<file path="src/rtl/cpu_types_pkg.sv">
// Shared CPU-side types: RAM handshake states and the memory arbiter grant states.
package cpu_types_pkg;

   localparam int unsigned WORD_WIDTH = 32;

   typedef logic [WORD_WIDTH-1:0] word_t;

   // Status reported by the RAM model/controller each cycle
   typedef enum logic [1:0] {
      FREE   = 2'b00,
      BUSY   = 2'b01,
      ACCESS = 2'b10,
      ERROR  = 2'b11
   } ramstate_t;

   // Memory arbiter grant states
   typedef enum logic [1:0] {
      IDLE   = 2'b00,
      IGRANT = 2'b01,
      DGRANT = 2'b10
   } arb_state_t;

endpackage

</file>
<file path="src/rtl/mem_watchdog.sv">
// Saturating cycle counter with synchronous clear; flags when LIMIT cycles have been counted.
module mem_watchdog #(
   parameter int unsigned LIMIT = 64
) (
   input  logic clk_i,
   input  logic rst_ni,
   input  logic clr_i,
   input  logic en_i,
   output logic expired_o
);

   localparam int unsigned CW = $clog2(LIMIT + 1);

   logic [CW-1:0] cnt_q, cnt_d;

   // Next count: clear wins, otherwise count up and hold at LIMIT
   always_comb begin
      cnt_d = cnt_q;
      if (clr_i) begin
         cnt_d = '0;
      end else if (en_i && (cnt_q != CW'(LIMIT))) begin
         cnt_d = cnt_q + CW'(1);
      end
   end

   // Counter register
   always_ff @(posedge clk_i or negedge rst_ni) begin
      if (!rst_ni) begin
         cnt_q <= '0;
      end else begin
         cnt_q <= cnt_d;
      end
   end

   assign expired_o = (cnt_q == CW'(LIMIT));

endmodule

</file>
<file path="src/rtl/memory_arbiter.sv">
// Arbitrates icache fetches and dcache loads/stores onto a single-ported RAM,
// with round-robin priority under contention and a watchdog on stalled grants.
module memory_arbiter
   import cpu_types_pkg::*;
#(
   parameter int unsigned WORD_W  = 32,
   parameter int unsigned TIMEOUT = 64
) (
   input  logic              CLK,
   input  logic              nRST,
   input  logic              iREN,
   input  logic [WORD_W-1:0] iaddr,
   output logic              iwait,
   output logic [WORD_W-1:0] iload,
   input  logic              dREN,
   input  logic              dWEN,
   input  logic [WORD_W-1:0] daddr,
   input  logic [WORD_W-1:0] dstore,
   output logic              dwait,
   output logic [WORD_W-1:0] dload,
   output logic              ramREN,
   output logic              ramWEN,
   output logic [WORD_W-1:0] ramaddr,
   output logic [WORD_W-1:0] ramstore,
   input  logic [WORD_W-1:0] ramload,
   input  ramstate_t         ramstate,
   output logic              memerr
);

   arb_state_t state_q, state_d;
   logic       last_d_q, last_d_d;
   logic       memerr_q, memerr_d;
   logic       ireq, dreq;
   logic       idone, ddone;
   logic       expired;

   mem_watchdog #(
      .LIMIT(TIMEOUT)
   ) u_watchdog (
      .clk_i    (CLK),
      .rst_ni   (nRST),
      .clr_i    (state_q == IDLE),
      .en_i     (state_q != IDLE),
      .expired_o(expired)
   );

   assign ireq = iREN;
   assign dreq = dREN | dWEN;

   // Grant selection, RAM strobe/address muxing and completion detection
   always_comb begin
      state_d  = state_q;
      last_d_d = last_d_q;
      memerr_d = memerr_q;
      ramREN   = 1'b0;
      ramWEN   = 1'b0;
      ramaddr  = '0;
      ramstore = '0;
      idone    = 1'b0;
      ddone    = 1'b0;
      unique case (state_q)
         IDLE: begin
            // Under contention the side not served last wins; last_d_q=0 favours D
            if (dreq && (!ireq || !last_d_q)) begin
               state_d = DGRANT;
            end else if (ireq) begin
               state_d = IGRANT;
            end
         end
         IGRANT: begin
            ramREN  = 1'b1;
            ramaddr = iaddr;
            if (!ireq) begin
               state_d = IDLE;
            end else if (ramstate == ACCESS) begin
               idone    = 1'b1;
               last_d_d = 1'b0;
               state_d  = IDLE;
            end else if ((ramstate == ERROR) || expired) begin
               idone    = 1'b1;
               memerr_d = 1'b1;
               state_d  = IDLE;
            end
         end
         DGRANT: begin
            ramWEN   = dWEN;
            ramREN   = dREN & ~dWEN;
            ramaddr  = daddr;
            ramstore = dstore;
            if (!dreq) begin
               state_d = IDLE;
            end else if (ramstate == ACCESS) begin
               ddone    = 1'b1;
               last_d_d = 1'b1;
               state_d  = IDLE;
            end else if ((ramstate == ERROR) || expired) begin
               ddone    = 1'b1;
               memerr_d = 1'b1;
               state_d  = IDLE;
            end
         end
         default: state_d = IDLE;
      endcase
   end

   // State, round-robin priority and sticky error registers
   always_ff @(posedge CLK or negedge nRST) begin
      if (!nRST) begin
         state_q  <= IDLE;
         last_d_q <= 1'b0;
         memerr_q <= 1'b0;
      end else begin
         state_q  <= state_d;
         last_d_q <= last_d_d;
         memerr_q <= memerr_d;
      end
   end

   assign iwait  = ireq & ~idone;
   assign dwait  = dreq & ~ddone;
   assign iload  = ramload;
   assign dload  = ramload;
   assign memerr = memerr_q;

endmodule

</file>
<file path="config.mk">
export PLATFORM = sky130hd
export DESIGN_NAME = memory_arbiter
export DESIGN_NICKNAME = d
export VERILOG_FILES = /design/src/rtl/cpu_types_pkg.sv /design/src/rtl/mem_watchdog.sv /design/src/rtl/memory_arbiter.sv
export SDC_FILE = /design/constraint.sdc
export NUM_CORES = 1
export LEC_CHECK = 0
export ABC_AREA = 1
export CAP_MARGIN = 30
export CORE_AREA = 2 2 103 105
export DETAILED_ROUTE_END_ITERATION = 10
export DIE_AREA = 0 0 105 107
export PLACE_DENSITY = 0.68
export SLEW_MARGIN = 10
export SYNTH_ARGS = -nofsm -noshare
export SYNTH_HDL_FRONTEND = slang
export SYNTH_SLANG_ARGS = --single-unit
export TNS_END_PERCENT = 100
</file>
<file path="constraint.sdc">
create_clock -name CLK -period 1.6 [get_ports CLK]
set_input_delay 0.48 -clock CLK [delete_from_list [all_inputs] [get_ports CLK]]
set_output_delay 0.48 -clock CLK [all_outputs]
set_load 0.05 [all_outputs]
</file>
# Word level (Yosys, flattened, before mapping)
# Cells that the tools add are included.
[classes]
addsub = 1
eq_ne = 11
muxes = 29
bitwise = 7
reduce_logical = 12
[op_table]
columns = ["operator", "n"]
rows = [
  ["$pmux 32 s2", 1],
  ["$mux 32", 1],
  ["$mux 1", 15],
  ["$mux 7", 2],
  ["$mux 2", 6],
  ["$ne 2x2->1 const B", 4],
  ["$add 7x1->7 const B", 1],
  ["$eq 7x7->1 const B", 1],
  ["$ne 7x7->1 const B", 1],
  ["$eq 2x2->1 const B", 3],
  ["$pmux 1 s2", 3],
  ["$pmux 2 s3", 1],
  ["$reduce_bool 2->1", 3],
  ["$reduce_and 5->1", 1],
  ["$and 1x1->1", 3],
  ["$ne 3x3->1 const B", 1],
  ["$not 1->1", 3],
  ["$reduce_and 3->1", 1],
  ["$eq 2x1->1 const B", 1],
  ["$logic_and 1x1->1", 2],
  ["$logic_not 1->1", 2],
  ["$logic_not 2->1", 1],
  ["$logic_or 1x1->1", 2],
  ["$or 1x1->1", 1],
]
[totals]
reg_bits = 11
input_bits = 135
out_inout_bits = 133

# Depth between registers and ports, before layout
[depth]
ltp_word = 8
ltp_mapped = 9
ltp_nobuf = 9

# Modules after synthesis
# A second synthesis with hierarchy kept.
[hier_totals]
hier_cells = 365
hier_area_um2 = 2063.2
[by_module_without_submodules]
columns = ["mod", "instances", "cells_per_inst", "area_per_inst_um2", "seq_area_each_um2"]
rows = [
  ["memory_arbiter", 1, 297, 1592.8, 100.1],
  ["mem_watchdog", 1, 68, 470.5, 175.2],
]

# Worst setup path after synthesis
# Ideal clock, no wire load.
[synth_timing]
path_kind = "register to output"
start = "reg state_q[1]"
end = "out iwait"
arrival_time_ns = 2.073
t_required_ns = 1.120
setup_slack_ns = -0.953
stages_incl_launch_ff = 6
path_buffers = 2
path_cell_list = "dfrtp_1 inv_1 ha_1 buf_4 buf_2 a21boi_0"
[synth_between]
elab_chain_len = 4
[synth_lines]
columns = ["item", "line", "rtl"]
rows = [
  ["start: declaration", "memory_arbiter.sv:30", "arb_state_t state_q, state_d;"],
  ["start signal: assignment", "memory_arbiter.sv:113", "state_q <= state_d;"],
  ["$eq 2x1->1", "memory_arbiter.sv:61", "unique case (state_q)"],
  ["$mux 1", "memory_arbiter.sv:61", ""],
  ["$not 1->1", "memory_arbiter.sv:119", "assign iwait = ireq & ~idone;"],
  ["$and 1x1->1", "memory_arbiter.sv:119", ""],
  ["end: declaration", "memory_arbiter.sv:13", "output logic iwait,"],
]
# Every way passes these cells.

# Final worst setup path
[layout_timing]
start = "reg state_q[1]"
end = "out ramaddr[4]"
[layout_between]
elab_chain_len = 2
[layout_lines]
columns = ["item", "line", "rtl"]
rows = [
  ["$eq 2x2->1 / $eq 2x1->1 (equally long branches)", "memory_arbiter.sv:61", ""],
  ["$pmux 32 s2 (*)", "memory_arbiter.sv:61", ""],
  ["end: declaration", "memory_arbiter.sv:23", "output logic [WORD_W-1:0] ramaddr,"],
]
# Mark *: on every way between the ends. The rest lies on a longest branch, timed or not.

==> flow_metrics.tcl <==
set metrics [dict create \
    status "finished with violations" \
    failed_checks "negative setup slack" \
    regToRegSetupSlack_ps -30 \
    vias_per_cell 4.119 \
    cts_root_buffer "clkbuf_8" \
    wl_um 8935 \
    arrival_ps 1600 \
    wl_per_cell_um 14.74 \
    drc 0 \
    slew_violations 0 \
    hpwl_um 7213 \
    finalSetupViolCount 69 \
    crit_buf_inv 3 \
    coreArea_mm2 0.01009 \
    worst_path_max_delay_cell "dfrtp_1" \
    die_y_um 107 \
    io_buffers 171 \
    design.portCount 268 \
    grt_pass1_wl_um 13570 \
    ys_seq_elements 11 \
    crit_top_cell "buf_12" \
    hold_viol 0 \
    first_global_vias 2607 \
    syn_area_per_cell_um2 5.792 \
    cp.required_ps 1120 \
    synth_fp_nets 473 \
    cts_buffers 3 \
    relSlewSlack_pct 84.78 \
    ant_nets 0 \
    vias 2496 \
    final_cell_mix "clkdlybuf4s50_1, nand2_1, buf_12" \
    multiInputGateArea_mm2 0.001463 \
    dr.first_iter.drc_count 72 \
    fillers 925 \
    finalPower_mw 8.629 \
    power-per-cell-area_mw_per_mm2 1705 \
    grt_overflow 0 \
    worst-path-max-fanout 13 \
    power_frac_clock_pct 3.3 \
    hp-start "last_d_q" \
    clk_path_buf_depth 2 \
    die_area_mm2 0.01124 \
    drive_above_1_share_pct 45.11 \
    rr_worst_depth 11 \
    period_share_pct 130.0 \
    clk_latency_ps 240 \
    grt_max_degree 26 \
    fin_util_pct 50.15 \
    setup_ws_ps -479.6 \
    gp_congestion 0.8526 \
    r2r_end "state_q[1]" \
    fin_cells 606 \
    seqCellArea_um2 275.3 \
    switching_share_pct 51.75 \
    cap_violations 0 \
    htreeDepth 1 \
    critPathTopFamily "buffers and inverters" \
    cts_tree "done" \
    path_cells "buf_6 > ha_4 > buf_12 > nand2_1 > a21oi_4 > buf_12" \
    p_switching_mw 4.466 \
    crit_path_max_incr_delay_ps 400 \
    area_delta_synth_final_pct 163.2 \
    worst_hold_path.endpoint "last_d_q" \
    yosysSeqAreaShare_pct 14.31 \
    cts_sinks 11 \
    critPathLaunchType "flop" \
    dp_cells 593 \
    reg2reg_from "state_q[1]" \
    die_w_um 105 \
    antenna_cells 0 \
    min_period_ps 2080 \
    track_usage_pct 14.97 \
    syn_inst 332 \
    p_seq_share_pct 4.4 \
    end_kind "primary output" \
    tightest_slew_ps 227.9 \
    nNetsFinal 612 \
    path_clk_slew_ps 50 \
    antenna_found_initial 0 \
    p_leak_nw 2.057 \
    critPathKind "reg -> out" \
    fmax_ghz 0.4809 \
    finClkSkew_ps 0.4626 \
    rows 37 \
    final_common_cell "clkdlybuf4s50_1" \
    first_pass_iters 4 \
    power.internal_mw 4.163 \
    whs_path_depth 2 \
    start_util_pct 19.06 \
    power_frac_comb_pct 92.2 \
    yosysWarnings 0 \
    ys_types 27 \
    ir_drop_v 0.0006947 \
    hold_class "reg -> reg" \
    syn_area_mm2 0.001923 \
    rsz0062_at_grt "true" \
]
==> power groups by stage <==
stage                     Sequential, mW  Clock (mW)  Combinational, mW
after floorplan                    0.397           0               4.61
after global placement             0.381           0               7.20
after detailed placement           0.385           0               7.32
after CTS                          0.379       0.297               7.63
after global routing               0.390       0.311               8.31
final                              0.382       0.287               7.96
==> worst max path at each step <==
stage	slack, ps	from	end	cells past startpoint
after floorplan	-260	state_q[0]	ramstore[11]	7
after global placement	-300	dWEN	ramREN	5
after detailed placement	-330	dREN	ramREN	4
after CTS	-480	state_q[1]	ramaddr[4]	6
after global routing	-540	state_q[1]	ramaddr[31]	6
final	-480	state_q[1]	ramaddr[4]	6
==> layer usage <==
| metal | GRT usage (%) | up-vias | wire length [um] |
|---|---|---|---|
| met5 | 0 | - | 0 |
| met4 | 4.762 | 0 | 212 |
| met3 | 3.769 | 24 | 592 |
| met2 | 30.10 | 126 | 5067 |
| met1 | 14.85 | 1130 | 3062 |
| li1 | - | 1216 | - |
==> worst register-to-register path, cell delays in order, from the launching register on <==
cell,delay [ps]
dfrtp_1,400
buf_6,120
ha_4,220
buf_12,160
buf_6,100
nand2_4,50
buf_6,130
nand3_4,70
nand2_1,50
o21bai_1,130
nand2_1,70
nand2_1,70
==> cells by family after synthesis <==
logic type | Yosys count | synth area share, %
buffers and inverters | 124 | 38.26
adders and majority gates | 6 | 3.904
and+or+nand+nor | 145 | 30.25
xor gates and xnor gates | 2 | 0.9110
DFF | 11 | 14.31
AOI/OAI and AO/OA | 44 | 12.36
==> what timing repair did <==
action	CTS	global route
setup buffers	2	6
gates resized for setup	25	40
gates cloned	1	1
pin swaps	0	9
endpoints found under the setup margin	72	72
hold buffers	0	0
==> flip-flops by register name, indices dropped and copies added, names as in the netlist <==
register,cells
last_d_q,1
state_q,2
u_watchdog.cnt_q,7
memerr,1
==> Yosys cell counts (all sizes together) <==
| master | n | area (um^2) |
|---|---|---|
| nand2 | 119 | 456.7 |
| buf | 76 | 555.5 |
| inv | 44 | 165.2 |
| a21oi | 37 | 188.9 |
| nor2 | 14 | 55.06 |
| dfrtp | 11 | 275.3 |
| nand3 | 10 | 55.05 |
| ha | 6 | 75.07 |
| clkbuf | 3 | 11.26 |
| o21ai | 3 | 18.76 |
| nor3 | 2 | 15.01 |
| a21boi | 1 | 7.510 |
| a31o | 1 | 8.760 |
| a31oi | 1 | 6.260 |
| clkinv | 1 | 3.750 |
| o21bai | 1 | 7.510 |
| xnor2 | 1 | 8.760 |
| xor2 | 1 | 8.760 |
==> cell type report <==
type                    count  share of cell area [%]
clock buffers               4                  0.8900
inverters                  45                   4.252
multi-input cells         197                   28.90
flip-flops and latches     11                   5.439
well taps                 136                   3.362
repair buffers            213                   57.16
==> through the flow <==
| step | TNS, ps | instance area, um^2 | setup WS (ps) | hold WS [ps] |
|---|---|---|---|---|
| 2_1_floorplan | -16160 | 2484 | -258.5 | 184.4 |
| 3_3_place_gp | -13270 | 4710 | -302.9 | 464.2 |
| 3_5_place_dp | -14210 | 4710 | -328.7 | 464.6 |
| 4_1_cts | -27020 | 4868 | -477.7 | 477.3 |
| 5_1_grt | -32810 | 5061 | -541.6 | 505.0 |
| 6_report | -28670 | 5061 | -479.6 | 475.5 |
Note: power is estimated with default switching activity, not from simulation.
